### src/rtl/cdb_arbiter.sv
// rtl/cdb_arbiter.sv - round-robin arbiter sharing one registered CDB between ALU and LSB result FIFOs
// Each source queues results in a small FIFO; one head per cycle is granted onto the bus.
module cdb_arbiter #(
  parameter int ROB_ID_W   = 4,
  parameter int DATA_W     = 32,
  parameter int FIFO_DEPTH = 2
) (
  input  logic                clk,
  input  logic                rst_n,
  input  logic                rdy,
  input  logic                rollback_signal,
  input  logic                alu_valid,
  input  logic [ROB_ID_W-1:0] alu_alias,
  input  logic [DATA_W-1:0]   alu_value,
  input  logic                alu_jump_res,
  input  logic [DATA_W-1:0]   alu_jump_pc,
  output logic                alu_ready,
  input  logic                lsb_valid,
  input  logic [ROB_ID_W-1:0] lsb_alias,
  input  logic [DATA_W-1:0]   lsb_value,
  output logic                lsb_ready,
  output logic                cdb_valid,
  output logic                cdb_src,
  output logic [ROB_ID_W-1:0] cdb_alias,
  output logic [DATA_W-1:0]   cdb_value,
  output logic                cdb_jump_res,
  output logic [DATA_W-1:0]   cdb_jump_pc
);

  localparam int PW = $clog2(FIFO_DEPTH);
  localparam int CW = PW + 1;
  localparam int AW = ROB_ID_W + DATA_W + 1 + DATA_W;
  localparam int LW = ROB_ID_W + DATA_W;

  logic [AW-1:0] alu_mem_q [FIFO_DEPTH];
  logic [LW-1:0] lsb_mem_q [FIFO_DEPTH];

  logic [CW-1:0] alu_cnt_q, alu_cnt_d, lsb_cnt_q, lsb_cnt_d;
  logic [PW-1:0] alu_wr_q, alu_wr_d, alu_rd_q, alu_rd_d;
  logic [PW-1:0] lsb_wr_q, lsb_wr_d, lsb_rd_q, lsb_rd_d;
  logic          rr_last_q, rr_last_d;

  logic                cdb_valid_q, cdb_valid_d;
  logic                cdb_src_q, cdb_src_d;
  logic [ROB_ID_W-1:0] cdb_alias_q, cdb_alias_d;
  logic [DATA_W-1:0]   cdb_value_q, cdb_value_d;
  logic                cdb_jump_res_q, cdb_jump_res_d;
  logic [DATA_W-1:0]   cdb_jump_pc_q, cdb_jump_pc_d;

  logic          alu_push, lsb_push, alu_pop, lsb_pop;
  logic          alu_ne, lsb_ne, grant_alu, grant_lsb, run;
  logic [AW-1:0] alu_head;
  logic [LW-1:0] lsb_head;

  assign run       = rdy & ~rollback_signal;
  // Ready looks only at the registered count, so a same-cycle pop never frees a slot early.
  assign alu_ready = run & (alu_cnt_q < CW'(FIFO_DEPTH));
  assign lsb_ready = run & (lsb_cnt_q < CW'(FIFO_DEPTH));
  assign alu_push  = alu_valid & alu_ready;
  assign lsb_push  = lsb_valid & lsb_ready;

  assign alu_ne    = alu_cnt_q != '0;
  assign lsb_ne    = lsb_cnt_q != '0;
  // rr_last_q = 1 means LSB won last, so ALU takes the next contention.
  assign grant_alu = alu_ne & (~lsb_ne | rr_last_q);
  assign grant_lsb = lsb_ne & (~alu_ne | ~rr_last_q);
  assign alu_pop   = run & grant_alu;
  assign lsb_pop   = run & grant_lsb;
  assign alu_head  = alu_mem_q[alu_rd_q];
  assign lsb_head  = lsb_mem_q[lsb_rd_q];

  always_comb begin
    alu_cnt_d      = alu_cnt_q;
    lsb_cnt_d      = lsb_cnt_q;
    alu_wr_d       = alu_wr_q;
    alu_rd_d       = alu_rd_q;
    lsb_wr_d       = lsb_wr_q;
    lsb_rd_d       = lsb_rd_q;
    rr_last_d      = rr_last_q;
    cdb_valid_d    = cdb_valid_q;
    cdb_src_d      = cdb_src_q;
    cdb_alias_d    = cdb_alias_q;
    cdb_value_d    = cdb_value_q;
    cdb_jump_res_d = cdb_jump_res_q;
    cdb_jump_pc_d  = cdb_jump_pc_q;
    if (rollback_signal) begin
      alu_cnt_d   = '0;
      lsb_cnt_d   = '0;
      alu_wr_d    = '0;
      alu_rd_d    = '0;
      lsb_wr_d    = '0;
      lsb_rd_d    = '0;
      cdb_valid_d = 1'b0;
    end else if (rdy) begin
      alu_wr_d    = alu_wr_q + PW'(alu_push);
      alu_rd_d    = alu_rd_q + PW'(alu_pop);
      lsb_wr_d    = lsb_wr_q + PW'(lsb_push);
      lsb_rd_d    = lsb_rd_q + PW'(lsb_pop);
      alu_cnt_d   = alu_cnt_q + CW'(alu_push) - CW'(alu_pop);
      lsb_cnt_d   = lsb_cnt_q + CW'(lsb_push) - CW'(lsb_pop);
      cdb_valid_d = alu_pop | lsb_pop;
      if (alu_pop) begin
        rr_last_d = 1'b0;
        cdb_src_d = 1'b0;
        {cdb_alias_d, cdb_value_d, cdb_jump_res_d, cdb_jump_pc_d} = alu_head;
      end else if (lsb_pop) begin
        rr_last_d      = 1'b1;
        cdb_src_d      = 1'b1;
        {cdb_alias_d, cdb_value_d} = lsb_head;
        cdb_jump_res_d = 1'b0;
        cdb_jump_pc_d  = '0;
      end
    end
  end

  always_ff @(posedge clk) begin
    if (alu_push) alu_mem_q[alu_wr_q] <= {alu_alias, alu_value, alu_jump_res, alu_jump_pc};
    if (lsb_push) lsb_mem_q[lsb_wr_q] <= {lsb_alias, lsb_value};
  end

  always_ff @(posedge clk or negedge rst_n) begin
    if (!rst_n) begin
      alu_cnt_q      <= '0;
      lsb_cnt_q      <= '0;
      alu_wr_q       <= '0;
      alu_rd_q       <= '0;
      lsb_wr_q       <= '0;
      lsb_rd_q       <= '0;
      rr_last_q      <= 1'b1;
      cdb_valid_q    <= 1'b0;
      cdb_src_q      <= 1'b0;
      cdb_alias_q    <= '0;
      cdb_value_q    <= '0;
      cdb_jump_res_q <= 1'b0;
      cdb_jump_pc_q  <= '0;
    end else begin
      alu_cnt_q      <= alu_cnt_d;
      lsb_cnt_q      <= lsb_cnt_d;
      alu_wr_q       <= alu_wr_d;
      alu_rd_q       <= alu_rd_d;
      lsb_wr_q       <= lsb_wr_d;
      lsb_rd_q       <= lsb_rd_d;
      rr_last_q      <= rr_last_d;
      cdb_valid_q    <= cdb_valid_d;
      cdb_src_q      <= cdb_src_d;
      cdb_alias_q    <= cdb_alias_d;
      cdb_value_q    <= cdb_value_d;
      cdb_jump_res_q <= cdb_jump_res_d;
      cdb_jump_pc_q  <= cdb_jump_pc_d;
    end
  end

  assign cdb_valid    = cdb_valid_q;
  assign cdb_src      = cdb_src_q;
  assign cdb_alias    = cdb_alias_q;
  assign cdb_value    = cdb_value_q;
  assign cdb_jump_res = cdb_jump_res_q;
  assign cdb_jump_pc  = cdb_jump_pc_q;

endmodule

### config.mk
export PLATFORM = sky130hd
export DESIGN_NAME = cdb_arbiter
export DESIGN_NICKNAME = d
export VERILOG_FILES = /design/src/rtl/cdb_arbiter.sv
export SDC_FILE = /design/constraint.sdc
export NUM_CORES = 1
export LEC_CHECK = 0
export CORE_ASPECT_RATIO = 0.75
export CORE_UTILIZATION = 45
export DETAILED_ROUTE_END_ITERATION = 12
export GPL_ROUTABILITY_DRIVEN = 1
export PLACE_DENSITY = 0.69
export SYNTH_ARGS = -nofsm -noshare
export SYNTH_HDL_FRONTEND = slang
export SYNTH_SLANG_ARGS = --single-unit
### constraint.sdc
create_clock -name clk -period 6.1 [get_ports clk]
set_input_delay 1.525 -clock clk [delete_from_list [all_inputs] [get_ports clk]]
set_output_delay 1.525 -clock clk [all_outputs]
set_load 0.02 [all_outputs]
## Yosys cells after proc, flatten, opt, wreduce, memory -nomap -nowiden

Memory sizes are Yosys's and may differ from the RTL's.
Cells that the tools add are included.
Widths: inputs -> output; s select.

- Latch bits: 0
- Memory bits (writable): 210
- Bits of input ports: 111
- Bits in registers: 80
- Word-level logic and storage cells: 74
- Bits in read-only memories: 0
- Memories kept: 2

- Reduce and logical (&&, ||, !) cells: 5
- Divide/modulo/power cells: 0
- $mul: 0
- Muxes and demuxes: 28
- Eq/ne operators: 0
- Add/subtract/negate cells: 8
- Shift operators: 0
- Bitwise operators: 16
- Magnitude comparators: 2

Memories:

| name | words | bits a word | read ports | clocked after memory_dff | write ports | line | RTL |
|---|---|---|---|---|---|---|---|
| alu_mem_q | 2 | 69 | 1 | 0 | 1 | 35 | `logic [AW-1:0] alu_mem_q [FIFO_DEPTH];` |
| lsb_mem_q | 2 | 36 | 1 | 0 | 1 | 36 | `logic [LW-1:0] lsb_mem_q [FIFO_DEPTH];` |

Operators with widths:

| cell | number |
|---|---|
| $mux 32 | 4 |
| $mux 1 | 18 |
| $and 1x1->1 | 9 |
| $mux 2 | 4 |
| $mux 4 | 2 |
| $reduce_bool 2->1 | 4 |
| $add 1x1->1 | 4 |
| $add 2x1->2 | 2 |
| $lt 2x2->1 const B | 2 |
| $not 1->1 | 4 |
| $sub 2x1->2 | 2 |
| $or 1x1->1 | 3 |
| $reduce_and 3->1 | 1 |

## Longest topological paths before layout

Gate-level depths: netlist (run 1).

- Word-level depth: 8
- Gate-level depth with buffers: 13
- Gate-level depth less buffers: 9

## Worst setup path before layout (run 1)

No wires, ideal clock.

- Path kind: input to register
- Start point: input port rdy
- End point: memory alu_mem_q[0][0] in the netlist's numbering (enable)
- Arrival: 4246 ps
- Path slack: 1419 ps
- Library setup time: 435 ps
- Buffers on the path: 3
- Stages: 7
- Cells stage by stage: buf_6 > nand2b_4 > buf_6 > clkbuf_1 > nor2_1 > and2_1 > ha_1

- Longest elaborated chain between the ends: 5

Ends and longest elaborated chain:

| what | line | RTL |
|---|---|---|
| from (decl) | 10 | `input logic rdy,` |
| $and 1x1->1 | 55 | `assign run = rdy & ~rollback_signal;` |
| $and 1x1->1 | 57 | `assign alu_ready = run & (alu_cnt_q < CW'(FIFO_DEPTH));` |
| via alu_ready | 17 | `output logic alu_ready,` |
| $and 1x1->1 | 59 | `assign alu_push = alu_valid & alu_ready;` |
| $mux 1 | 117 | `if (alu_push) alu_mem_q[alu_wr_q] <= {alu_alias, alu_value, alu_jump_res, alu_jump_pc};` |
| $mux 1 (not written as such) | 117 |  |
| to (decl) | 35 |  |

The timed path passes the listed nets, and every way through them passes these cells.

## Final worst setup path (run 1)

- Start point: input port rdy
- End point: output port lsb_ready

- Longest elaborated chain between the ends: 2

Ends and longest elaborated chain:

| what | line | RTL |
|---|---|---|
| $and 1x1->1 | 55 |  |
| $and 1x1->1 | 58 | `assign lsb_ready = run & (lsb_cnt_q < CW'(FIFO_DEPTH));` |
| to (decl) | 21 | `output logic lsb_ready,` |

Every way passes these cells.

==> summary.txt, run 1 <==
Outcome
  – Outcome: finished, final reports clean

Clocking
  – Cts bufs inserted: 29
  – Hold buffers post-CTS: 0
  – Clock tree sinks: between 200 and 300
  – Worst-case clock buffer depth: 3
  – Post-CTS Resized: 0
  – Root Buffer: clkbuf_16
  – Max H-tree Level: 1
  – Clock transition at path regs: about 0.06 ns
  – CTS tree: built
  – Post CTS Setup Buffer Count: 0
  – Clock Latency Late Sink: approximately 0.55 ns

GRT
  – Vias in the first global route: about 6,200
  – Gr ovfl total: 0
  – Initial antenna violation count: 1
  – First-pass GRT wire length: approximately 35,000 um
  – GRT Total Usage: 18.4%
  – Largest net degree at the start of global routing: between 70 and 80

Synthesis
  – Yosys cell types: 35
  – Post-synthesis net count: slightly above 700
  – Post-synthesis mux area share: 10.2%
  – Sequential-to-total area share from yosys stat: 75.2%
  – Yosys warns: 0
  – Post-Synth Adder-Cell Area: less than 1%
  – Post-Synth XOR/XNOR Area: less than 1%
  – Area share of and/or/nand/nor cells after synthesis: 3.12%
  – Largest family of logic cells by synthesized area: multiplexers
  – Syn Area/Cell: 18.4 um^2
  – Synthesized area: about 0.011 mm^2
  – Synthesized flop and latch total: between 200 and 300
  – Compound-Gate Fraction of Synth Area: under 10%
  – Mapped Cells: 600

Timing
  – Total negative slack: 0 ns
  – Worst Slack Setup Final: around 1.1 ns
  – Fin crit period: 4.98 ns
  – Slew of the pin with the lowest slew margin: 1.16 ns
  – Max frequency: ~200 MHz
  – Setup Skew: between 0.02 and 0.03 ns
  – Slew margin rel.: ~22%
  – Final hold viol count: 0
  – Final Max Tran Viols: 0
  – RSZ-0062 raised after global routing: false
  – Final setup fails: 0
  – Final Cycle Share: 81.6%
  – Final worst hold slack: about 0.5 ns

Drt
  – DR vias: between 6,000 and 7,000
  – TritonRoute pass-1 iters: 4
  – Iteration-0 DRC Markers: around 420
  – Routed WL: roughly 23,000 um
  – Final ANT Viol Nets: 0
  – Average wire per cell in the routed design: between 20 and 25 um
  – DR DRC count: 0
  – Avg Vias per Cell: around 5.4

Power
  – Pwr Total: ~5.3 mW
  – LEAKAGE: ~4.8 nW
  – Cell area power density: 374 mW/mm^2
  – Maximum VDD drop: ~280 uV

Floorplanning
  – Row cnt: ~50
  – Die area: ~0.025 mm^2
  – Die height: 138 um
  – Initial core utilization: around 46%
  – I/O pin count: 184
  – Core Region: approximately 0.024 mm^2
  – Chip width: roughly 180 um

Cells and area
  – ANT cells: 0
  – Final net count: 897
  – Layout cell share with drive strength beyond 1: between 15 and 20%
  – FILL cells: about 1,800
  – Area Overhead vs Synth: 27.5%

Min path
  – Hold crit path type: flip-flop to flip-flop
  – Worst hold path startpoint: cdb_jump_pc[10]
  – Hold Path End: cdb_jump_pc[10]
  – Hold path depth: 1

Critical path
  – Worst reg2reg path depth: 10
  – R2r endpoint: alu_cnt_q[1]
  – R2r setup slk: ~3 ns
  – R2R Path Start: rr_last_q
  – Crit path required time: around 4.6 ns
  – Critical Path Source Type: input pin
  – CP Capture Type: output pin
  – Setup CP Type: input pin to output pin
  – CP Max Fanout: 28
  – Worst path arrival time: 3.46 ns

Place
  – IO buf count: between 150 and 200
  – Global placer's final weighted congestion: 0.761
  – Pre-CTS setup slack: between 0.9 and 1 ns
  – Post-DP HPWL: about 15,000 um

Job
  – Max-cap check violation count: 0
-- cell usage in the layout, fill, tap and decap left out, types with 5 or more instances in the layout --
cell type | synthesis | routed
edfxtp_1 | 210 | 210
clkdlybuf4s50_1 | 0 | 182
dfrtp_1 | 79 | 77
mux2i_1 | 73 | 73
mux2_2 | 35 | 35
clkbuf_16 | 0 | 29
nor4_1 | 22 | 22
a221o_1 | 22 | 22
o2bb2ai_2 | 20 | 20
nand4_1 | 13 | 13
o221a_2 | 13 | 13
o2bb2ai_1 | 13 | 13
nor2_1 | 8 | 7
clkinv_2 | 0 | 7
inv_1 | 6 | 6
o21ai_0 | 7 | 6
a21oi_1 | 5 | 5
clkbuf_1 | 19 | 5
-- critical path, stage by stage --
cell             delay, ns
clkdlybuf4s50_1       0.73
nand2b_4              0.27
nor2_1                0.26
clkdlybuf4s50_1       0.65
-- layout make-up --
class / count / area, um^2 / area share, %
clock buffers: 36 / 772 / 5.48
clock inverters: 18 / 185 / 1.31
repair buffers: 186 / 1850 / 13.1
multi-input cells: 264 / 2520 / 17.9
well taps: 331 / 414 / 2.94
inverters: 7 / 26.3 / 0.187
flip-flops and latches: 290 / 8310 / 59.0
-- synthesized netlist by cell type --
library cell	instances	area, um^2
nand2_1	4	15.0
o21ba_2	1	10.0
mux2i_1	73	731
o221a_2	13	146
xnor2_1	2	17.5
nor2b_1	2	12.5
o2bb2ai_1	13	114
nor4_1	22	138
o21a_1	1	7.51
a21oi_1	5	25.0
o2bb2ai_2	20	300
nor2_1	8	30.0
buf_1	1	3.75
or3_1	5	31.3
edfxtp_1	210	6310
a222oi_1	1	10.0
o21ai_0	7	35.0
buf_6	9	101
dfrtp_1	79	1980
buf_4	1	7.51
inv_1	6	22.5
clkbuf_1	19	71.3
nand2b_4	1	13.8
inv_2	1	3.75
mux2_2	35	394
a21o_1	3	22.5
nor3_1	1	5.00
dfstp_2	1	26.3
buf_2	9	45.0
a211oi_1	1	7.51
ha_1	8	100
or2_2	1	6.26
and2_1	2	12.5
a221o_1	22	220
nand4_1	13	81.3
-- cells by family (layout without fill, tap and decap cells) --
logic type | Yosys count | after routing
and+or+nand+nor | 59 | 59
AOI/OAI and AO/OA | 87 | 87
adders and majority gates | 8 | 8
DFF | 290 | 290
muxes | 108 | 108
xor gates and xnor gates | 2 | 2
buffers and inverters | 46 | 247
-- worst max-delay path by stage --
| stage | startpoint | end | slack (ns) | cells past startpoint |
|---|---|---|---|---|
| 5_1_grt | rollback_signal | lsb_ready | 1.02 | 4 |
| 2_1_floorplan | rdy | alu_mem_q[0][0] | 1.42 | 7 |
| 6_report | rdy | lsb_ready | 1.12 | 4 |
| 4_1_cts | rdy | lsb_ready | 1.12 | 4 |
| 3_3_place_gp | rollback_signal | alu_cnt_q[1] | 1.15 | 11 |
| 3_5_place_dp | rollback_signal | alu_cnt_q[1] | 0.96 | 11 |
-- state kept, by name, indices dropped and copies added (netlist names), 2 cells and up --
name         flops
cdb_jump_pc     32
alu_cnt_q        2
lsb_mem_q       72
alu_mem_q      138
cdb_alias        4
cdb_value       32
lsb_cnt_q        2
-- routing by layer --
layer	GRT usage [%]	vias up	routed length, um
met5	0	-	10
met4	4.03	2	332
met3	3.70	31	1460
met2	29.6	209	10800
met1	26.1	3074	10600
li1	-	2767	-
-- where the power goes --
| group | leakage [nW] | internal [mW] | switching [mW] |
|---|---|---|---|
| combinational | 1.39 | 0.552 | 0.441 |
| sequential | 2.92 | 2.33 | 0.171 |
| clock | 0.468 | 1.03 | 0.736 |
| total | 4.78 | 3.91 | 1.35 |
-- per-stage QoR --
| step | cell area [um^2] | utilization, % | std cells |
|---|---|---|---|
| final | 14100 | 58.6 | 1132 |
| after global routing | 14100 | 58.6 | 1132 |
| after CTS | 14100 | 58.6 | 1132 |
| after detailed placement | 13100 | 54.6 | 1078 |
| after global placement | 13100 | 54.6 | 1078 |
| after floorplan | 11100 | - | 600 |
Power figures use the tool's default switching activity.
==> run 2, diff against run 1 <==
--- a/config.mk
+++ b/config.mk
@@ -9,7 +9,7 @@
 export CORE_UTILIZATION = 45
 export DETAILED_ROUTE_END_ITERATION = 12
 export GPL_ROUTABILITY_DRIVEN = 1
-export PLACE_DENSITY = 0.69
+export PLACE_DENSITY = 0.72
 export SYNTH_ARGS = -nofsm -noshare
 export SYNTH_HDL_FRONTEND = slang
 export SYNTH_SLANG_ARGS = --single-unit
==> constraint.sdc (replaced) <==
create_clock -name clk -period 4.3 [get_ports clk]
set_input_delay 1.075 -clock clk [delete_from_list [all_inputs] [get_ports clk]]
set_output_delay 1.075 -clock clk [all_outputs]
set_load 0.02 [all_outputs]
==> summary.txt, run 2 (synthesis results as in run 1) <==
Clocking
  – Max H-tree Level: 1 (unchanged)
  – Cts bufs inserted: 28 (-3.4%)
  – CTS tree: built
  – Worst-case clock buffer depth: 3 (unchanged)
  – Clock transition at path regs: 0.06 ns (about the same)
  – Root Buffer: clkbuf_16
  – Post CTS Setup Buffer Count: 0 (unchanged)
  – Post-CTS Resized: 0 (unchanged)
  – Clock Latency Late Sink: 0.53 ns (-0.02 ns)
  – Clock tree sinks: 290 (unchanged)
  – Hold buffers post-CTS: 0 (unchanged)

Cells and area
  – Area taken by multi-input logic gates: 0.00252 mm^2 (unchanged)
  – Most common cell after layout, fill and taps aside: edfxtp_1
  – Layout Utilization: 58.7% (+0.13 points)
  – Area Overhead vs Synth: 27.7%
  – Most frequent cells in the layout: 210 x edfxtp_1, 182 x clkdlybuf4s50_1, 77 x dfrtp_1
  – Top Registers: alu_mem_q: 138 flops, lsb_mem_q: 72 flops
  – Largest Register: alu_mem_q
  – Register area: 0.00831 mm^2 (unchanged)
  – Layout cell share with drive strength beyond 1: 17.2% (+0.77 points)
  – FILL cells: 1,795 (-0.77%)
  – Max reg flops: 138 (unchanged)
  – Final net count: 903 (+0.67%)

Floorplanning
  – I/O pin count: 184 (unchanged)
  – Core Region: 0.0240 mm^2 (unchanged)
  – Chip width: 183 um (unchanged)
  – Row cnt: 49 (unchanged)
  – Die area: 0.0252 mm^2 (unchanged)
  – Die height: 138 um (unchanged)
  – Initial core utilization: 46.0% (unchanged)

Timing
  – Final hold viol count: 0 (unchanged)
  – Final Max Tran Viols: 0 (unchanged)
  – Slew of the pin with the lowest slew margin: 1.37 ns (+0.208 ns)
  – Slew margin rel.: 8.58% (-14 points)
  – Max frequency: between 200 and 300 MHz
  – Final Cycle Share: 88.6%
  – Total negative slack: 0 ns (unchanged)
  – RSZ-0062 raised after global routing: false
  – Setup Skew: 0.00861 ns (-0.0189 ns)
  – Final setup fails: 0 (unchanged)
  – Fin crit period: 3.81 ns

GRT
  – Initial antenna violation count: 3 (+2)
  – Vias in the first global route: 6,521 (+4.9%)
  – Largest net degree at the start of global routing: 72 (unchanged)
  – Gr ovfl total: 0 (unchanged)
  – First-pass GRT wire length: 36,800 um (+4.7%)
  – GRT Total Usage: 19.2% (+0.81 points)

Power
  – LEAKAGE: 4.81 nW (+0.59%)
  – Maximum VDD drop: 287 uV (+4.2%)
  – Pwr Total: 7.33 mW (+39%)
  – Cell area power density: 519 mW/mm^2 (+39%)

Critical path
  – CP Cell Sequence: clkdlybuf4s50_1 > nand2b_4 > nor2_1 > clkdlybuf4s50_1
  – Max stage delay on crit path: 0.68 ns (-0.05 ns)
  – CP Max Fanout: 28 (unchanged)
  – Worst path arrival time: 2.74 ns (-0.72 ns)
  – Top Family by Delay on Critical Path: buffers and inverters
  – Critical Path Source Type: input pin
  – CP max stage cell: clkdlybuf4s50_1
  – CP Capture Type: output pin
  – Crit-path most repeated cell: clkdlybuf4s50_1
  – Setup CP Type: input pin to output pin
  – CP bufs+invs: 2 (unchanged)
  – Crit path required time: 3.22 ns (-1.36 ns)

Drt
  – Iteration-0 DRC Markers: 440 (+3.8%)
  – Avg Vias per Cell: 5.42 (+0.83%)
  – Final ANT Viol Nets: 0 (unchanged)
  – Routed WL: 24,100 um (+3.9%)
  – DR DRC count: 0 (unchanged)
  – TritonRoute pass-1 iters: 6 (+2)
  – Average wire per cell in the routed design: 21.2 um (+3.3%)
  – DR vias: 6,166 (+1.4%)

Min path
  – Hold crit path type: flip-flop to flip-flop

Place
  – Post-DP HPWL: 15,200 um (+4.4%)
  – IO buf count: 183 (unchanged)
  – Global placer's final weighted congestion: 0.746 (-2.0%)

Outcome
  – Outcome: finished, final reports clean

Job
  – Max-cap check violation count: 0 (unchanged)
==> run 2: cell count changes in the layout (fill, tap and decap cells not counted), moves of 2 or more <==
cell       previous run  this run
buf_4                 4         9
clkbuf_8              2         5
buf_12                0         2
bufinv_16             3         1
clkinv_2              7         9
==> run 2: through the flow <==
step	instance area (um^2)	std cells	worst slack, ns	hold slack, ns
2_1_floorplan	11100	600	0.0690	0.503
3_3_place_gp	13200	1085	0.493	0.463
3_5_place_dp	13200	1085	0.483	0.473
4_1_cts	14100	1137	0.477	0.488
5_1_grt	14100	1137	0.394	0.501
6_report	14100	1138	0.489	0.478
==> run 2: routing by layer <==
layer | vias to the layer above | global-route usage (%) | routed length, um | part of all wire [%]
li1 | 2775 | - | - | -
met5 | - | 0 | 13 | 0.054
met2 | 229 | 32.2 | 11500 | 48
met3 | 32 | 3.94 | 1470 | 6.1
met4 | 2 | 4.44 | 441 | 1.8
met1 | 3128 | 26.0 | 10700 | 44
==> run 2: worst register-to-register path, delay by kind of cell, from the launching register on <==
kind,cells,cell delay [ns]
xor gates and xnor gates,1,0.08
adders and majority gates,2,0.47
buffers and inverters,2,0.30
and+or+nand+nor,3,0.80
DFF,1,0.45
AOI/OAI and AO/OA,1,0.16
==> run 2: power breakdown <==
group,leakage [nW],switching [mW],internal (mW)
sequential,2.92,0.223,3.31
combinational,1.44,0.636,0.790
clock,0.455,0.999,1.38
total,4.81,1.86,5.47
==> run 2: worst paths after layout <==
path,from,end,slack [ns],cells past startpoint
worst max-delay path,rdy,lsb_ready,0.49,4
worst min-delay path,cdb_valid,cdb_valid,0.48,2
worst max register to register,lsb_cnt_q[1],lsb_cnt_q[1],1.98,9
worst min register to register,cdb_valid,cdb_valid,0.48,2
max in group asynchronous,rst_n,cdb_value[3],2.78,2
min in group asynchronous,rst_n,cdb_jump_pc[11],0.68,1
==> run 2: final cells by class <==
class                      count  area share (%)
multi-input combinational    264            17.9
inverter                       7           0.186
timing repair buffer         193            13.7
clock inverter                14           0.700
tap                          331            2.93
antenna                        1          0.0177
sequential                   290            58.9
clock buffer                  38            5.73
